$ cat config.mk
export PLATFORM = sky130hd
export DESIGN_NAME = multicycle_control
export DESIGN_NICKNAME = d
export VERILOG_FILES = /design/src/rtl/ctrl_pkg.sv /design/src/rtl/multicycle_control.sv
export SDC_FILE = /design/constraint.sdc
export NUM_CORES = 1
export LEC_CHECK = 0
export CORE_MARGIN = 4
export CORE_UTILIZATION = 30
export DETAILED_ROUTE_END_ITERATION = 8
export PLACE_DENSITY = 0.55
export SETUP_SLACK_MARGIN = 0.2
export SYNTH_ARGS = -nofsm -noshare
export SYNTH_HDL_FRONTEND = slang
export SYNTH_SLANG_ARGS = --single-unit
$ cat constraint.sdc
create_clock -name clk -period 2.3 [get_ports clk]
set_input_delay 0.345 -clock clk [delete_from_list [all_inputs] [get_ports clk]]
set_output_delay 0.345 -clock clk [all_outputs]
set_load 0.05 [all_outputs]
$ cat src/rtl/ctrl_pkg.sv
// Shared definitions for the multicycle RV32I-subset control path.
// Opcode constants, the ALU operation class consumed by the ALU control
// decoder, datapath mux encodings and the main FSM state enumeration.
package ctrl_pkg;

  // Instruction opcodes recognised by the main control FSM
  localparam logic [6:0] OP_R      = 7'b0110011;
  localparam logic [6:0] OP_I      = 7'b0010011;
  localparam logic [6:0] OP_LOAD   = 7'b0000011;
  localparam logic [6:0] OP_STORE  = 7'b0100011;
  localparam logic [6:0] OP_BRANCH = 7'b1100011;

  // ALU operation class handed to the ALU control decoder
  typedef enum logic [1:0] {
    ALU_ADD   = 2'd0,
    ALU_SUB   = 2'd1,
    ALU_FUNCT = 2'd2
  } alu_op_e;

  // Second ALU operand select
  localparam logic [1:0] SRCB_RS2  = 2'd0;
  localparam logic [1:0] SRCB_FOUR = 2'd1;
  localparam logic [1:0] SRCB_IMM  = 2'd2;

  // Next-PC source select
  localparam logic [1:0] PCSRC_ALU    = 2'd0;
  localparam logic [1:0] PCSRC_ALUOUT = 2'd1;

  // Main control FSM states
  typedef enum logic [3:0] {
    S_FETCH     = 4'd0,
    S_DECODE    = 4'd1,
    S_EXEC_R    = 4'd2,
    S_EXEC_I    = 4'd3,
    S_ALU_WB    = 4'd4,
    S_MEM_ADDR  = 4'd5,
    S_MEM_READ  = 4'd6,
    S_MEM_WB    = 4'd7,
    S_MEM_WRITE = 4'd8,
    S_BRANCH    = 4'd9,
    S_TRAP      = 4'd10
  } state_e;

  // True for every opcode the datapath knows how to execute
  function automatic logic is_known_opcode(input logic [6:0] op);
    return (op == OP_R) || (op == OP_I) || (op == OP_LOAD) ||
           (op == OP_STORE) || (op == OP_BRANCH);
  endfunction

endpackage

$ cat src/rtl/multicycle_control.sv
// Main control FSM for the multicycle RV32I-subset datapath.
// Sequences fetch/decode/execute/memory/writeback, waits on mem_ready in the
// memory states and counts retired instructions.
// Optional feature macro: MULTICYCLE_CONTROL_TRAP_EN -- when defined an
// unknown opcode parks the FSM in TRAP (illegal = 1) until reset; otherwise
// the unknown opcode retires as a NOP and illegal stays 0.
module multicycle_control
  import ctrl_pkg::*;
#(
  parameter int CNT_W = 32
) (
  input  logic             clk,
  input  logic             rst_n,
  input  logic [6:0]       opcode,
  input  logic             mem_ready,
  output logic             pc_write,
  output logic             pc_write_cond,
  output logic             i_or_d,
  output logic             mem_read,
  output logic             mem_write,
  output logic             ir_write,
  output logic             mem_to_reg,
  output logic             reg_write,
  output logic             alu_src_a,
  output logic [1:0]       alu_src_b,
  output logic [1:0]       alu_op,
  output logic [1:0]       pc_source,
  output logic [CNT_W-1:0] retired,
  output logic             illegal
);

  state_e           r_state;
  state_e           w_state_next;
  logic [6:0]       r_opcode;
  logic [CNT_W-1:0] r_retired;
  logic             w_retire;

  // State register; an asynchronous reset aborts any instruction in flight
  always_ff @(posedge clk or negedge rst_n) begin
    if (!rst_n) begin
      r_state <= S_FETCH;
    end else begin
      r_state <= w_state_next;
    end
  end

  // Capture the opcode in DECODE so MEM_ADDR is immune to IR/bus changes
  always_ff @(posedge clk or negedge rst_n) begin
    if (!rst_n) begin
      r_opcode <= 7'd0;
    end else if (r_state == S_DECODE) begin
      r_opcode <= opcode;
    end
  end

  // Retired-instruction counter, wraps silently at all-ones
  always_ff @(posedge clk or negedge rst_n) begin
    if (!rst_n) begin
      r_retired <= '0;
    end else if (w_retire) begin
      r_retired <= r_retired + CNT_W'(1);
    end
  end

  // Next-state decode and retire strobe
  always_comb begin
    w_state_next = r_state;
    w_retire     = 1'b0;
    case (r_state)
      S_FETCH: begin
        if (mem_ready) begin
          w_state_next = S_DECODE;
        end
      end
      S_DECODE: begin
        case (opcode)
          OP_R:                w_state_next = S_EXEC_R;
          OP_I:                w_state_next = S_EXEC_I;
          OP_LOAD, OP_STORE:   w_state_next = S_MEM_ADDR;
          OP_BRANCH:           w_state_next = S_BRANCH;
          default: begin
`ifdef MULTICYCLE_CONTROL_TRAP_EN
            w_state_next = S_TRAP;
`else
            // Unknown opcode behaves as a NOP and still counts as retired
            w_state_next = S_FETCH;
            w_retire     = 1'b1;
`endif
          end
        endcase
      end
      S_EXEC_R: w_state_next = S_ALU_WB;
      S_EXEC_I: w_state_next = S_ALU_WB;
      S_ALU_WB: begin
        w_state_next = S_FETCH;
        w_retire     = 1'b1;
      end
      S_MEM_ADDR: begin
        // Only LOAD or STORE reach this state; decide from the latched copy
        w_state_next = (r_opcode == OP_STORE) ? S_MEM_WRITE : S_MEM_READ;
      end
      S_MEM_READ: begin
        if (mem_ready) begin
          w_state_next = S_MEM_WB;
        end
      end
      S_MEM_WB: begin
        w_state_next = S_FETCH;
        w_retire     = 1'b1;
      end
      S_MEM_WRITE: begin
        if (mem_ready) begin
          w_state_next = S_FETCH;
          w_retire     = 1'b1;
        end
      end
      S_BRANCH: begin
        w_state_next = S_FETCH;
        w_retire     = 1'b1;
      end
      S_TRAP: begin
        w_state_next = S_TRAP;
      end
      default: begin
        w_state_next = S_FETCH;
      end
    endcase
  end

  // Datapath control decode; every output defaults to 0
  always_comb begin
    pc_write      = 1'b0;
    pc_write_cond = 1'b0;
    i_or_d        = 1'b0;
    mem_read      = 1'b0;
    mem_write     = 1'b0;
    ir_write      = 1'b0;
    mem_to_reg    = 1'b0;
    reg_write     = 1'b0;
    alu_src_a     = 1'b0;
    alu_src_b     = SRCB_RS2;
    alu_op        = ALU_ADD;
    pc_source     = PCSRC_ALU;
    case (r_state)
      S_FETCH: begin
        // PC + 4 computed every cycle; IR and PC commit only with the data
        mem_read  = 1'b1;
        alu_src_b = SRCB_FOUR;
        ir_write  = mem_ready;
        pc_write  = mem_ready;
      end
      S_DECODE: begin
        // Speculative branch target into ALUOut
        alu_src_b = SRCB_IMM;
      end
      S_EXEC_R: begin
        alu_src_a = 1'b1;
        alu_src_b = SRCB_RS2;
        alu_op    = ALU_FUNCT;
      end
      S_EXEC_I: begin
        alu_src_a = 1'b1;
        alu_src_b = SRCB_IMM;
        alu_op    = ALU_FUNCT;
      end
      S_ALU_WB: begin
        reg_write = 1'b1;
      end
      S_MEM_ADDR: begin
        alu_src_a = 1'b1;
        alu_src_b = SRCB_IMM;
      end
      S_MEM_READ: begin
        mem_read = 1'b1;
        i_or_d   = 1'b1;
      end
      S_MEM_WB: begin
        reg_write  = 1'b1;
        mem_to_reg = 1'b1;
      end
      S_MEM_WRITE: begin
        mem_write = 1'b1;
        i_or_d    = 1'b1;
      end
      S_BRANCH: begin
        alu_src_a     = 1'b1;
        alu_src_b     = SRCB_RS2;
        alu_op        = ALU_SUB;
        pc_write_cond = 1'b1;
        pc_source     = PCSRC_ALUOUT;
      end
      default: begin
      end
    endcase
  end

`ifdef MULTICYCLE_CONTROL_TRAP_EN
  assign illegal = (r_state == S_TRAP);
`else
  assign illegal = 1'b0;
`endif

  assign retired = r_retired;

endmodule

; Word level (Yosys, flattened, before mapping)
; Index checks and enable logic that the tools add are counted.
[word_totals]
register_bits = 43
input_bits = 10
output_inout_bits = 48
wordCells = 54
[op_classes]
addsub = 1
eq_ne = 19
muxes = 20
reduce_logical = 11
[op_table]
columns = cell, count
row1 = $add 32x1->32 const B, 1
row2 = $pmux 4 s7, 1
row3 = $eq 7x6->1 const B, 3
row4 = $eq 4x3->1 const B, 4
row5 = $mux 4, 4
row6 = $pmux 4 s4, 1
row7 = $eq 4x4->1 const B, 3
row8 = $mux 1, 11
row9 = $reduce_or 2->1, 5
row10 = $eq 4x2->1 const B, 2
row11 = $pmux 2 s2, 2
row12 = $eq 7x2->1 const B, 1
row13 = $eq 7x5->1 const B, 1
row14 = $eq 7x7->1 const B, 1
row15 = $ne 2x2->1 const B, 3
row16 = $reduce_or 3->1, 2
row17 = $reduce_or 5->1, 1
row18 = $eq 4x1->1 const B, 1
row19 = $logic_not 4->1, 1
row20 = $reduce_or 4->1, 1
row21 = $pmux 1 s3, 1
row22 = $reduce_and 3->1, 1

; Depth between registers and ports, before layout
[logic_depth]
word_depth = 4
mapped_depth = 7
ltp_nobuf = 6

; Worst setup path after synthesis
; Ideal clock, no wire load.
[synth_timing]
kind = reg2out
start = register r_state[0]
end = output port pc_write
arrival_time_ps = 3131
required_time_ps = 1955
slack_ps = -1176
stages_incl_launch_ff = 5
n_path_buf = 2
path_cell_list = dfrtp_1 -> clkbuf_1 -> nor4_1 -> and2_1 -> buf_4
[synth_between]
elab_chain_len = 2
[synth_rtl]
columns = item, line
row1 = "start, declared", multicycle_control.sv:32  ; state_e r_state;
row2 = "start signal, assigned", multicycle_control.sv:43  ; r_state <= w_state_next;
row3 = $logic_not 4->1, -
row4 = $mux 1, -
row5 = "end, declared", multicycle_control.sv:16  ; output logic pc_write,
; No other way between the ends.

; Worst setup path in the final report
[layout_timing]
start = register r_retired[11], in the netlist retired[11]
end = output port retired[11]
[layout_rtl]
columns = item, line
row1 = "start, declared", multicycle_control.sv:35  ; logic [CNT_W-1:0] r_retired;
row2 = "start signal, assigned", multicycle_control.sv:61  ; r_retired <= r_retired + CNT_W'(1);
row3 = "end, declared", multicycle_control.sv:28  ; output logic [CNT_W-1:0] retired,
; No word-level cell between the ends.

==> qor.yml <==
grt:
  grt_start_max_net_pins: 30
  antenna_found_initial: 0
  grtUsageTotal_pct: 11.6
  grt_overflow: 0
  grt_pass1_vias: 1798
  grt_pass1_wl_um: 9020
finish:
  nets: 293
  regArea_um2: 1080
  multi_input_area_um2: 1230
  synthToLayoutAreaGrowth_pct: 34.2
  diodes: 0
  n_fill_cell: 762
  drive_gt1_share_pct: 25.4
  fin_cells: 385
sta:
  final-hold-violation-count: 0
  relSlewSlack_pct: 54.0
  fin_crit_ps: 1970
  worstMarginPinSlew_ps: 690
  finClkSkew_ps: 9.67
  setup_viol: 0
  fin_crit_sh_pct: 85.6
  fmax_mhz: 508
  rsz0062_at_grt: "false"
  slew_viol_final: 0
  tns_ps: 0
detailed_routing:
  route.met3.wl_um: 255
  drt-total-wl_um: 5240
  wl_met1_um: 2590
  drt_iter0_drc: 41
  top_layer_used: "met4"
  ant_nets: 0
  drtPass1Iterations: 4
  viasPerCell: 4.68
  route.detailed.drc: 0
  num_vias: 1801
  wl_met2_um: 2330
  wl_per_cell_um: 13.6
worst_setup_path:
  r2r_cells: 6
  cp_slowest_cell: "clkdlybuf4s50_1"
  reg2reg_from: "r_state[2]$_DFFE_PN0P_"
  r2r_end: "retired[18]$_DFFE_PN0P_"
  cp_max_fo: 6
  required_ps: 1960
  cp_num_buf_inv: 1
  path_class: "reg -> out"
  crit_path_cell_trace: "clkdlybuf4s50_1"
  arrival_ps: 1620
  crit_path_start_kind: "flip-flop"
  critical-path-top-delay-family: "buffers and inverters"
  rrSetupSlack_ps: 390
  end_kind: "primary output"
  slowest_delay_ps: 850
clock_network:
  ctsHoldBuffers: 0
  cts_buffers: 5
  cts_tree: "done"
  insertion_delay_ps: 300
  clock_path_buffers: 2
  h-tree-depth: 2
  cts.root.buffer_cell: "clkbuf_8"
  postCtsSetupBuffers: 0
  clkSlewWorstSetupHoldPaths_ps: 90
  cts_sinks: 43
  cts_resized: 0
yosys:
  yosysTopAreaCellShare_pct: 45.0
  synthFlopType: "dfrtp_1"
  ys_seq_area_share_pct: 45.0
  synthArstFlopShare_pct: 100
  yosysTopAreaCell: "dfrtp_1"
  syn_inst: 220
  synth_area_leaders: "dfrtp_1 45%, xor2_1 11%, nor4_2 6.3%"
  synth-seq-cells: 43
  yosysWarnings: 0
  synth_area_um2: 2390
  synth_cell_type_count: 46
  synth_area_per_cell_um2: 10.9
  synth_edf_count: 0
die:
  rows: 32
  initial_core_util_pct: 31.0
  core-area_um2: 7730
  pin_count: 58
  die_h_um: 97.3
  die_area_um2: 9470
  die_x_um: 97.3
power:
  power_mw: 3.07
  powerDensity_nw_per_um2: 956
  ir_worst_vdd_uv: 719
  leakage_nw: 1.48
placement:
  place_congestion: 0.795
  post-dp-hpwl_um: 3880
  post-place-cells: 377
  port_buffers: 55
status:
  status: "completed"
worst_hold_path:
  min_path_type: "in -> async"
run:
  maxCapViolations: 0
-- cells in the final DEF (no fill, tap or decap), types with 5 or more instances in the layout --
master / n
nor2b_1: 5
nand3_1: 5
xor2_1: 29
dfrtp_1: 40
nand2_1: 21
buf_4: 24
clkdlybuf4s50_1: 40
mux2_2: 7
clkbuf_8: 6
nor2_1: 12
nand4_1: 5
nor4_2: 12
and3_1: 5
nor3_1: 15
-- cell families after synthesis --
logic type               count (synthesis)  synth area share [%]
adder cells (fa/ha/maj)                  1                 0.523
flip-flops                              43                  45.0
AO/OA/AOI/OAI                           12                  4.02
XOR/XNOR                                33                  12.1
AND/OR/NAND/NOR                        104                  29.6
other                                    1                 0.157
buffers and inverters                   18                  4.91
multiplexers                             8                  3.76
-- report_power, final --
group	switching, mW	leakage [nW]	internal [mW]
sequential	0.138	0.563	0.892
clock	0.274	0.0612	0.352
combinational	0.857	0.855	0.557
total	1.27	1.48	1.80
-- state kept, by name, summed over array words and instances (netlist names) --
register,flops
r_opcode,7
r_state,4
retired,32
-- Yosys cell counts (3+ instances only) --
library cell  number
nor2_1            12
nor3b_1            3
dfrtp_1           43
buf_4              7
clkbuf_1           3
buf_6              3
nor2b_1            5
nor3_1            16
and3_1             5
nand3_1            5
nor4_2            12
inv_1              4
o21ai_0            3
xnor2_1            4
xor2_1            29
nand4_1            5
nand2_1           21
mux2_2             7
-- cell type report --
class,instances,share of cell area [%]
flip-flops and latches,43,33.6
well taps,102,3.97
inverters,4,0.467
clock inverters,2,1.09
clock buffers,6,2.57
multi-input cells,160,38.2
repair buffers,68,20.1
-- metal layers --
| metal | track usage [%] | up-vias |
|---|---|---|
| met5 | 0 | - |
| met4 | 3.62 | 0 |
| met3 | 3.52 | 6 |
| met2 | 17.4 | 44 |
| met1 | 16.0 | 862 |
| li1 | - | 889 |
-- per-stage QoR --
stage	area, µm²	hold WS (ps)	util, %	worst slack, ps
floorplan	2420	49.4	-	37.8
global placement	3090	434	40.0	42.9
detailed placement	3090	434	40.0	4.63
CTS	3210	100	41.5	304
global route	3210	119	41.6	205
finish	3210	75.2	41.6	331
-- worst max path at each step --
| stage | from | to | slack, ps | cells past startpoint |
|---|---|---|---|---|
| after global routing | r_state[1]$_DFFE_PN0P_ | ir_write | 210 | 4 |
| after global placement | opcode[0] | retired[17]$_DFFE_PN0P_ | 40 | 7 |
| after CTS | r_state[3]$_DFFE_PN0P_ | alu_src_a | 300 | 5 |
| final | retired[11]$_DFFE_PN0P_ | retired[11] | 330 | 1 |
| after detailed placement | opcode[0] | retired[21]$_DFFE_PN0P_ | 5 | 7 |
| after floorplan | r_state[1]$_DFFE_PN0P_ | pc_write | 40 | 4 |
Note: power is estimated with default switching activity, not from simulation.
